### config.mk
export PLATFORM = sky130hd
export DESIGN_NAME = team_06_effect_proc
export DESIGN_NICKNAME = d
export VERILOG_FILES = /design/src/rtl/team_06_effect_proc.sv
export SDC_FILE = /design/constraint.sdc
export NUM_CORES = 1
export LEC_CHECK = 0
export ABC_CLOCK_PERIOD_IN_PS = 21000
export CAP_MARGIN = 0
export CORE_AREA = 2 2 267 269
export DETAILED_ROUTE_END_ITERATION = 8
export DIE_AREA = 0 0 269 271
export GPL_TIMING_DRIVEN = 0
export PLACE_DENSITY = 0.6
export SETUP_SLACK_MARGIN = 0.3
export SYNTH_ARGS = -nofsm -noshare
export SYNTH_HDL_FRONTEND = slang
export SYNTH_SLANG_ARGS = --single-unit
### constraint.sdc
create_clock -name clk -period 21 [get_ports clk]
set_input_delay 4.2 -clock clk [delete_from_list [all_inputs] [get_ports clk]]
set_output_delay 4.2 -clock clk [all_outputs]
set_load 0.05 [all_outputs]
### src/rtl/team_06_effect_proc.sv
// Transmit-path voice effect processor: echo/reverb delay line, tremolo LFO,
// soft attenuation, and mute while listening. One output per sample strobe.
module team_06_effect_proc #(
  parameter int DEPTH    = 64,
  parameter int TREM_DIV = 256
) (
  input  logic       clk,
  input  logic       rst,
  input  logic       sample_valid,
  input  logic [7:0] mic_aud,
  input  logic       state,
  input  logic [2:0] current_effect,
  output logic [7:0] out_aud,
  output logic       out_valid,
  output logic       eff_active
);

  localparam int AW = $clog2(DEPTH);
  localparam int CW = (TREM_DIV > 1) ? $clog2(TREM_DIV) : 1;

  localparam logic [2:0] EFF_ECHO   = 3'b001;
  localparam logic [2:0] EFF_TREM   = 3'b010;
  localparam logic [2:0] EFF_REVERB = 3'b011;
  localparam logic [2:0] EFF_SOFT   = 3'b100;

  logic signed [7:0] dly [DEPTH];
  logic [AW-1:0]     wp;
  logic [3:0]        g;
  logic              dir_up;
  logic [CW-1:0]     cnt;
  logic [2:0]        prev_effect;

  logic signed [7:0]  s8, d8, y8, wr8;
  logic signed [9:0]  s10, d10, sum10;
  logic signed [12:0] s13, g13, prod13, trem13;
  logic               trem_entry;
  logic [3:0]         g_eff;
  logic               dir_eff;
  logic [CW-1:0]      cnt_eff;
  logic               is_effect;

  function automatic logic signed [7:0] sat8(input logic signed [9:0] v);
    if (v > 10'sd127)       return 8'sd127;
    else if (v < -10'sd128) return -8'sd128;
    else                    return v[7:0];
  endfunction

  assign s8  = $signed({~mic_aud[7], mic_aud[6:0]});
  assign d8  = dly[wp];
  assign s10 = {{2{s8[7]}}, s8};
  assign d10 = {{2{d8[7]}}, d8};
  assign s13 = {{5{s8[7]}}, s8};

  // Entering tremolo restarts the LFO before this sample uses the gain
  assign trem_entry = state && (current_effect == EFF_TREM) && (prev_effect != EFF_TREM);
  assign g_eff      = trem_entry ? 4'd15 : g;
  assign dir_eff    = trem_entry ? 1'b0 : dir_up;
  assign cnt_eff    = trem_entry ? '0 : cnt;

  assign is_effect = (current_effect == EFF_ECHO) || (current_effect == EFF_TREM) ||
                     (current_effect == EFF_REVERB) || (current_effect == EFF_SOFT);

  always_comb begin
    sum10  = s10 + (d10 >>> 1);
    g13    = $signed({9'b0, g_eff});
    prod13 = s13 * g13;
    trem13 = prod13 >>> 4;
    y8     = s8;
    wr8    = s8;
    if (!state) begin
      y8  = '0;
      wr8 = '0;
    end else begin
      case (current_effect)
        EFF_ECHO:   y8 = sat8(sum10);
        EFF_TREM:   y8 = trem13[7:0];
        EFF_REVERB: begin
          y8  = sat8(sum10);
          wr8 = sat8(sum10);
        end
        EFF_SOFT:   y8 = s8 >>> 1;
        default:    y8 = s8;
      endcase
    end
  end

  always_ff @(posedge clk or posedge rst) begin
    if (rst) begin
      out_aud     <= 8'd128;
      out_valid   <= 1'b0;
      eff_active  <= 1'b0;
      wp          <= '0;
      g           <= 4'd15;
      dir_up      <= 1'b0;
      cnt         <= '0;
      prev_effect <= 3'b000;
      for (int i = 0; i < DEPTH; i++) dly[i] <= '0;
    end else begin
      out_valid  <= sample_valid;
      eff_active <= state && is_effect;
      if (sample_valid) begin
        out_aud     <= {~y8[7], y8[6:0]};
        dly[wp]     <= wr8;
        wp          <= wp + AW'(1);
        prev_effect <= current_effect;
        // Triangle LFO: 15 down to 0, back up to 15, stepping every TREM_DIV samples
        if (state && (current_effect == EFF_TREM)) begin
          if (cnt_eff == CW'(TREM_DIV - 1)) begin
            cnt <= '0;
            if (!dir_eff) begin
              if (g_eff == 4'd0) begin
                dir_up <= 1'b1;
                g      <= 4'd1;
              end else begin
                dir_up <= 1'b0;
                g      <= g_eff - 4'd1;
              end
            end else begin
              if (g_eff == 4'd15) begin
                dir_up <= 1'b0;
                g      <= 4'd14;
              end else begin
                dir_up <= 1'b1;
                g      <= g_eff + 4'd1;
              end
            end
          end else begin
            cnt    <= cnt_eff + CW'(1);
            g      <= g_eff;
            dir_up <= dir_eff;
          end
        end
      end
    end
  end

endmodule

# After elaboration in Yosys (flattened, before gate mapping)
# Cells that the tools add are included.
dict set report word_totals {
  regBits 544
  inputBits 15
  output_inout_bits 10
  word_cells 126
}
dict set report op_classes {
  add_sub_neg 5
  n_mul 1
  order_cmp 4
  eq_ne 7
  n_mux 24
  bitwise 3
  reduce_logical 10
}
# operator count
set op_table {}
lappend op_table {{bitwise mux 512 bit} 1}
lappend op_table {{two-way mux 8 bit} 10}
lappend op_table {{binary-select mux 8 bit (select 6 bit)} 1}
lappend op_table {{demux 8 bit (select 6 bit)} 1}
lappend op_table {{case mux 8 bit (3 select lines)} 1}
lappend op_table {{two-way mux 4 bit} 5}
lappend op_table {{multiplier 8 x 5 -> 12 bit} 1}
lappend op_table {{adder 8 x 7 -> 9 bit} 1}
lappend op_table {{greater-than comparator 9 x 8 -> 1 bit, second input constant} 1}
lappend op_table {{less-than comparator 9 x 8 -> 1 bit, second input constant} 1}
lappend op_table {{adder 8 x 1 -> 8 bit, second input constant} 1}
lappend op_table {{equality test 8 bit, second input constant} 1}
lappend op_table {{>= comparator 7 bit, second input constant} 1}
lappend op_table {{less-than comparator 7 x 1 -> 1 bit, second input constant} 1}
lappend op_table {{inverter 6 -> 7 bit} 1}
lappend op_table {{adder 6 x 1 -> 6 bit, second input constant} 1}
lappend op_table {{equality test 3 x 2 -> 1 bit, second input constant} 2}
lappend op_table {{two-way mux 1 bit} 5}
lappend op_table {{adder 4 x 1 -> 4 bit, second input constant} 1}
lappend op_table {{equality test 4 bit, second input constant} 1}
lappend op_table {{logical AND 1 bit} 4}
lappend op_table {{logical NOT 4 bit} 1}
lappend op_table {{subtractor 4 x 1 -> 4 bit, second input constant} 1}
lappend op_table {{equality test 3 x 1 -> 1 bit, second input constant} 1}
lappend op_table {{6 further kinds} 9}

# Depth between registers and ports, before layout
# Gate-level depths: netlist of the first run.
dict set report depth {
  ltp_word 11
  depth_mapped 19
  depth_no_buf 17
}

# Least setup slack after synthesis of the first run
# OpenSTA, ideal clock, no wires.
dict set report synth_path {
  path_type {input -> register}
  start {in current_effect[2]}
  end {reg out_aud[2]}
  t_arrival_ps 8218
  t_required_ps 20930
  setup_slack_ps 12712
  path_stages 17
  path_cell_list {clkbuf_1 nand4bb_1 nor2_1 clkbuf_1 nor2_1 nor2b_1 ha_1 inv_1 fa_1 fa_1 inv_1 ha_1 or2_2 o311ai_0 mux2i_1 or4_1 nand3_1}
}
dict set report synth_between {
  elab_chain_len 7
  elab_cells_between_ends 11
  classes_between {mul: 1; eq/ne: 4; mux: 3; reduce/logical: 3}
}
# element line_no
set synth_rtl {}
lappend synth_rtl {{start: declaration} 12} ;# input logic [2:0] current_effect,
lappend synth_rtl {{equality test 3 x 2 -> 1 bit} {55, 74}}
lappend synth_rtl {{logical AND 1 bit (2 in a row)} 55} ;# assign trem_entry = state && (current_effect == EFF_TREM) && (prev_effect != EFF_TREM);
lappend synth_rtl {{two-way mux 4 bit} 56} ;# assign g_eff = trem_entry ? 4'd15 : g;
lappend synth_rtl {{multiplier 8 x 5 -> 12 bit} 66} ;# prod13 = s13 * g13;
lappend synth_rtl {{case mux 8 bit (3 select lines) (*)} 74} ;# case (current_effect)
lappend synth_rtl {{two-way mux 8 bit (*)} 70} ;# if (!state) begin
lappend synth_rtl {{end signal: assignment} 102} ;# out_aud <= {~y8[7], y8[6:0]};
lappend synth_rtl {{end: declaration} 13} ;# output logic [7:0] out_aud,
# Mark *: on every way between the ends. The rest lies on a longest branch, timed or not.
# A chain may end at the register's enable or synchronous reset.

# Worst setup path after layout of the first run
dict set report layout_path {
  start {in current_effect[0]}
  end {reg out_aud[6]}
}
# The elaborated chain is that of the path after synthesis.

==> impl_metrics.ini, run 1 <==
[cts]
ctsRootBufferMaster = clkbuf_16
cts_htree_levels = 2
post_cts_resized = 0
cts_buffer_depth = 3
insertion_delay_ns = 0.63
cts_tree = done
clkTransAtPathRegs_ns = 0.06
cts_setup_buffers = 0
clock-sinks = 480
cts_hold_buf = 0
cts_buffers = 54

[place]
place_congestion = 1.008
place_hpwl_mm = 75.33
postPlaceCellArea_um2 = 25770
io_buffers = 21

[timing]
finalSetupTns_ns = 0
timing.final.hold_violations = 0
tightest_slew_ns = 1.673
clock.fmax_mhz = 112.1
slew_headroom = -0.1196
rsz0062_at_grt = no
post-route-period-util = 0.4249
fin_crit_ns = 8.922
setup_viol = 0
fin_skew_ns = 0.01774
final_max_slew_viol_count = 22

[logic_synthesis]
synth-compound-area-share = 0.2073
ys_seq_area_frac = 0.4957
syn_inst = 2623
ys_ff_latch = 480
ys_types = 85
synth_adder_area_share = 0.02921
synth_area_per_cell_um2 = 9.242
ys.flop_type = dfrtp_1
yosys.area.top_type_share = 0.4903
synth.top_cells.by_count = nand2_1 (590), dfrtp_1 (475), o21ai_0 (415)
yosys_warnings = 0
synth_edf_count = 0
yosysMostFrequentCell = nand2_1
netlist_area_um2 = 24240
yosys.area_share.simple = 0.1629
syn_nets = 2685
synth-xor-area-share = 0.006142
yosysTopAreaCell = dfrtp_1
async_reset_ff_frac = 1.000
synth_top_family_by_area = compound AO/OA/AOI/OAI gates
yosys-top-cells-area = dfrtp_1 (49%), nand2_1 (9.1%), o21ai_0 (8.6%)
synthMuxAreaShare = 0.06008

[worst_setup_path]
worst-setup-path-type = in -> reg
required_ns = 21.47
startpoint_type = input pin
critPathArrivalTime_ns = 9.39
end_kind = flip-flop
crit_fanout = 10

[layout]
ff_latch_area_um2 = 12020
syn2layout_area_growth_pct = 13.80
layout-drive-gt1-share = 0.09964
fillCellCount = 7079
multiInputGateArea_um2 = 11290
utilization = 0.3953
fin_nets = 2769
final_area_um2 = 27590

[floorplan]
die_area_um2 = 72900
core_um2 = 69790
die_w_um = 269
fp.dieH_um = 271
std_cell_rows = 97
ios = 25
start_util = 0.3474

[detailed_routing]
drc = 0
firstDrtPassIters = 6
vias_per_cell = 5.949
wl_mm = 108.1
wire_per_inst_um = 29.27
ant_nets = 0
drt_iter0_markers = 2972
vias = 21970

[power_and_ir_drop]
power.density_nw_per_um2 = 150.4
ir_drop_uv = 80.30
power_mw = 4.149
p_leak_nw = 11.66

[outcome]
violations = max-capacitance violations, max-slew violations
status = complete, but fails checks

[global_route]
grt_pass1_wl_mm = 153.5
grt_max_degree = 126
first_global_vias = 20660
grt.overflow.total = 0
grt_util_all_layers = 0.2948
antenna_found_initial = 4

[hold_path]
hold_class = reg -> reg

[run]
cap_violations = 2
[critical path: stages]
cell and delay (ns):
clkdlybuf4s50_1 0.70, nand4bb_1 0.24, nor2_1 0.12, clkbuf_1 0.27, nor2_1 0.53, nor2b_1 0.11
ha_1 0.30, inv_1 0.05, fa_1 0.51, fa_1 0.55, inv_1 0.05, ha_1 0.20
or2_2 0.30, o31ai_1 0.56, o31ai_1 0.25, xnor2_1 0.30, o221ai_1 0.14
[logic make-up after synthesis]
family | Yosys count
simple gates | 952
buf+inv | 218
flops | 480
xor+xnor | 17
fa+ha+maj | 47
compound gates | 798
mux | 111
[power breakdown]
part           total, mW  switching, mW  internal [mW]
logic               1.87           1.37          0.507
clock network      0.978          0.423          0.555
registers           1.30          0.147           1.15
total               4.15           1.93           2.21
[path summary, 6_finish.rpt]
path                                          end  slack [ns]                  from  depth (start not counted)
hold reg to reg              dly[342]$_DFFE_PP0P_        0.47  dly[342]$_DFFE_PP0P_                          2
setup / recovery           out_aud[6]$_DFFE_PP0P_       12.08     current_effect[0]                         17
hold / removal               dly[342]$_DFFE_PP0P_        0.47  dly[342]$_DFFE_PP0P_                          2
min in group asynchronous  out_aud[6]$_DFFE_PP0P_        4.04                   rst                          2
max in group asynchronous    dly[145]$_DFFE_PP0P_       15.43                   rst                          4
setup reg to reg             dly[261]$_DFFE_PP0P_       12.41     wp[0]$_DFFE_PP0P_                         16
[flip-flops by register name, indices dropped and copies added, names as in the netlist]
register / count
cnt: 8
dir_up: 1
dly: 448
eff_active: 1
g: 4
out_aud: 8
out_valid: 1
prev_effect: 3
wp: 6
[through the flow]
step	std cells	hold WS, ns	setup WS (ns)
final	3694	0.4728	12.08
after global routing	3690	0.4957	11.72
after CTS	3689	0.4788	12.14
after detailed placement	3590	0.4652	11.52
after global placement	3584	0.4565	-3.457
after floorplan	2623	0.4423	3.416
[area by class of cell]
class / instances / area share
multi-input combinational: 1925 / 0.4094
tap: 940 / 0.04263
buffer: 163 / 0.02640
timing repair buffer: 28 / 0.01284
clock buffer: 71 / 0.05606
antenna: 4 / 0.0003628
inverter: 55 / 0.007756
clock inverter: 28 / 0.008890
sequential: 480 / 0.4356
[metal layers]
| layer | vias to the layer above | part of all wire | GRT usage |
|---|---|---|---|
| met3 | 298 | 0.11 | 0.08137 |
| met2 | 1319 | 0.42 | 0.4206 |
| li1 | 9469 | - | - |
| met4 | 2 | 0.061 | 0.1516 |
| met5 | - | 0.000074 | 0 |
| met1 | 10890 | 0.41 | 0.4062 |
[layout by cell type, fill, tap and decap left out, types with 20 or more instances in the layout]
master / n
mux4_2: 22
o21ai_0: 415
dfrtp_1: 475
mux2_2: 46
a221oi_1: 54
clkbuf_2: 23
clkbuf_16: 55
and2_1: 20
clkdlybuf4s50_1: 21
ha_1: 31
nor3_1: 20
nand3_1: 43
nor2_1: 193
o21ai_1: 30
nor2b_1: 33
buf_2: 34
a22oi_1: 43
mux2i_1: 42
a21oi_1: 53
clkbuf_1: 90
a31oi_1: 61
nand2_1: 590
inv_1: 53
No activity file was read; power rests on OpenSTA's default activity.
==> run 2, diff against run 1 <==
- ABC_CLOCK_PERIOD_IN_PS: 21000 -> 7600
- PLACE_DENSITY: 0.6 -> 0.62
- clock period: 21 -> 7.6 ns (I/O delays scaled with it)
==> impl_metrics.ini, run 2 (synthesis gave the netlist of run 1 again) <==
[cts]
cts_htree_levels = 2
cts_buffer_depth = 3
cts_hold_buf = 0
insertion_delay_ns = 0.66
ctsRootBufferMaster = clkbuf_16
clkTransAtPathRegs_ns = 0.06
cts_tree = done
cts_buffers = 50
clock-sinks = 480

[detailed_routing]
ant_nets = 0
firstDrtPassIters = 9
vias = 22260
wire_per_inst_um = 27.27
vias_per_cell = 6.017
wl_mm = 100.9
drc = 0
drt_iter0_markers = 3270

[worst_setup_path]
critPathArrivalTime_ns = 7.88
end_kind = flip-flop
required_ns = 8.09
worst-setup-path-type = reg -> reg
crit_fanout = 10
startpoint_type = flip-flop

[power_and_ir_drop]
power.density_nw_per_um2 = 408.7
seq_power_share = 0.315
p_int_mw = 6.184
p_sw_mw = 5.209
p_leak_nw = 11.77
ir_drop_uv = 201.3
p_sw_frac = 0.4572
comb_power_share = 0.449
power_mw = 11.39
clockPowerShare = 0.237

[layout]
layout_common_cells = nand2_1 (590), dfrtp_1 (475), o21ai_0 (415)
final_area_um2 = 27870
largest_reg_flops = 448
final_common_cell = nand2_1
layout-drive-gt1-share = 0.1074
top_regs = dly (448), cnt (8), out_aud (8)
fin_nets = 2778
syn2layout_area_growth_pct = 14.98
regMostFlops = dly
fin_cells = 3699

[global_route]
grt_pass1_wl_mm = 146.3
grt.overflow.total = 0
antenna_found_initial = 3
grt_util_all_layers = 0.2754
first_global_vias = 20970
grt_max_degree = 43

[timing]
fin_crit_ns = 7.390
clock.fmax_mhz = 135.3
slew_headroom = -0.04805
tightest_slew_ns = 1.572
timing.final.hold_violations = 0
setup_viol = 0
fin_ws_ns = 0.2096
fin_skew_ns = 0.05205
rsz0062_at_grt = no
post-route-period-util = 0.9724
final_max_slew_viol_count = 11

[run]
cap_violations = 1

[floorplan]
start_util = 0.3474
core_um2 = 69790
die_area_um2 = 72900
std_cell_rows = 97
ios = 25
fp.dieH_um = 271
die_w_um = 269

[place]
pre_cts_slack_ns = -0.5642
place_congestion = 1.086
io_buffers = 21
postPlaceCellArea_um2 = 25920
dp_cells = 3599
place_hpwl_mm = 70.17

[outcome]
violations = max-capacitance violations, max-slew violations
status = complete, but fails checks

[hold_path]
hold_class = reg -> reg
run 2: cell types whose count changed in the layout (fill, tap and decap cells not counted), moves of 5 or more:
cell       delta
buf_1         -8
buf_2         -7
clkinv_2     -10
buf_4         +7
buf_12       +16
clkbuf_16     -5
clkbuf_2      +9
run 2: final cells by class:
class / instances / area (µm²)
Buffer: 163 / 783.3
Clock buffer: 71 / 1470
Timing Repair Buffer: 41 / 560.5
Tap cell: 940 / 1176
Fill cell: 7065 / 41910
Antenna cell: 4 / 10.01
Sequential cell: 480 / 12020
Clock inverter: 20 / 309.0
Inverter: 55 / 210.2
Multi-Input combinational cell: 1925 / 11340
run 2: timing repair:
action | in CTS | in global routing
setup buffers | 5 | 0
endpoints found under the setup margin | 429 | 357
resized for setup | 13 | 25
pin swaps | 2 | 0
hold endpoints to repair | 0 | 0
run 2: path summary, 6_finish.rpt:
path	from	endpoint	slack, ns	cells after the start
worst max-delay path	wp[2]$_DFFE_PP0P_	dly[379]$_DFFE_PP0P_	0.21	16
worst min-delay path	dly[203]$_DFFE_PP0P_	dly[203]$_DFFE_PP0P_	0.47	2
worst max register to register	wp[2]$_DFFE_PP0P_	dly[379]$_DFFE_PP0P_	0.21	16
worst min register to register	dly[203]$_DFFE_PP0P_	dly[203]$_DFFE_PP0P_	0.47	2
max in group asynchronous	rst	dly[131]$_DFFE_PP0P_	4.97	7
min in group asynchronous	rst	g[2]$_DFFE_PP1P_	1.31	2
run 2: routing by layer:
metal | part of all wire | global-route usage | vias to the layer above
li1 | - | - | 9474
met5 | 0.00070 | 0.007432 | -
met3 | 0.14 | 0.1030 | 402
met1 | 0.39 | 0.3669 | 10880
met2 | 0.40 | 0.3796 | 1501
met4 | 0.071 | 0.1570 | 4
run 2: through the flow:
| step | hold slack, ns | setup TNS, ns | util |
|---|---|---|---|
| 6_report | 0.4740 | 0 | 0.3994 |
| 5_1_grt | 0.4968 | 0 | 0.3993 |
| 4_1_cts | 0.4789 | 0 | 0.3987 |
| 3_5_place_dp | 0.4655 | -60.54 | 0.3714 |
| 3_3_place_gp | 0.4563 | -1921.58 | 0.3673 |
| 2_1_floorplan | 0.4423 | -199.81 | - |
run 2: critical path: stages (launching register included):
cell and delay [ns]:
dfrtp_1 0.33, clkbuf_1 0.45, buf_2 0.49, buf_1 1.19, mux4_2 0.45, a221oi_1 0.48
o21ai_0 0.19, or3_1 0.49, ha_1 0.29, fa_1 0.44, a211o_1 0.32, a211o_1 0.31
a21oi_2 0.35, o31ai_1 0.22, a31oi_4 0.59, clkbuf_2 0.44, o21ai_0 0.17
run 2: power by group through the flow:
stage / Clock, mW / Sequential, mW / Combinational [mW]
global route: 2.81 / 3.64 / 5.24
finish: 2.70 / 3.59 / 5.11
detailed placement: 0 / 3.60 / 4.78
floorplan: 0 / 3.52 / 2.83
CTS: 2.71 / 3.56 / 4.82
global placement: 0 / 3.60 / 4.71
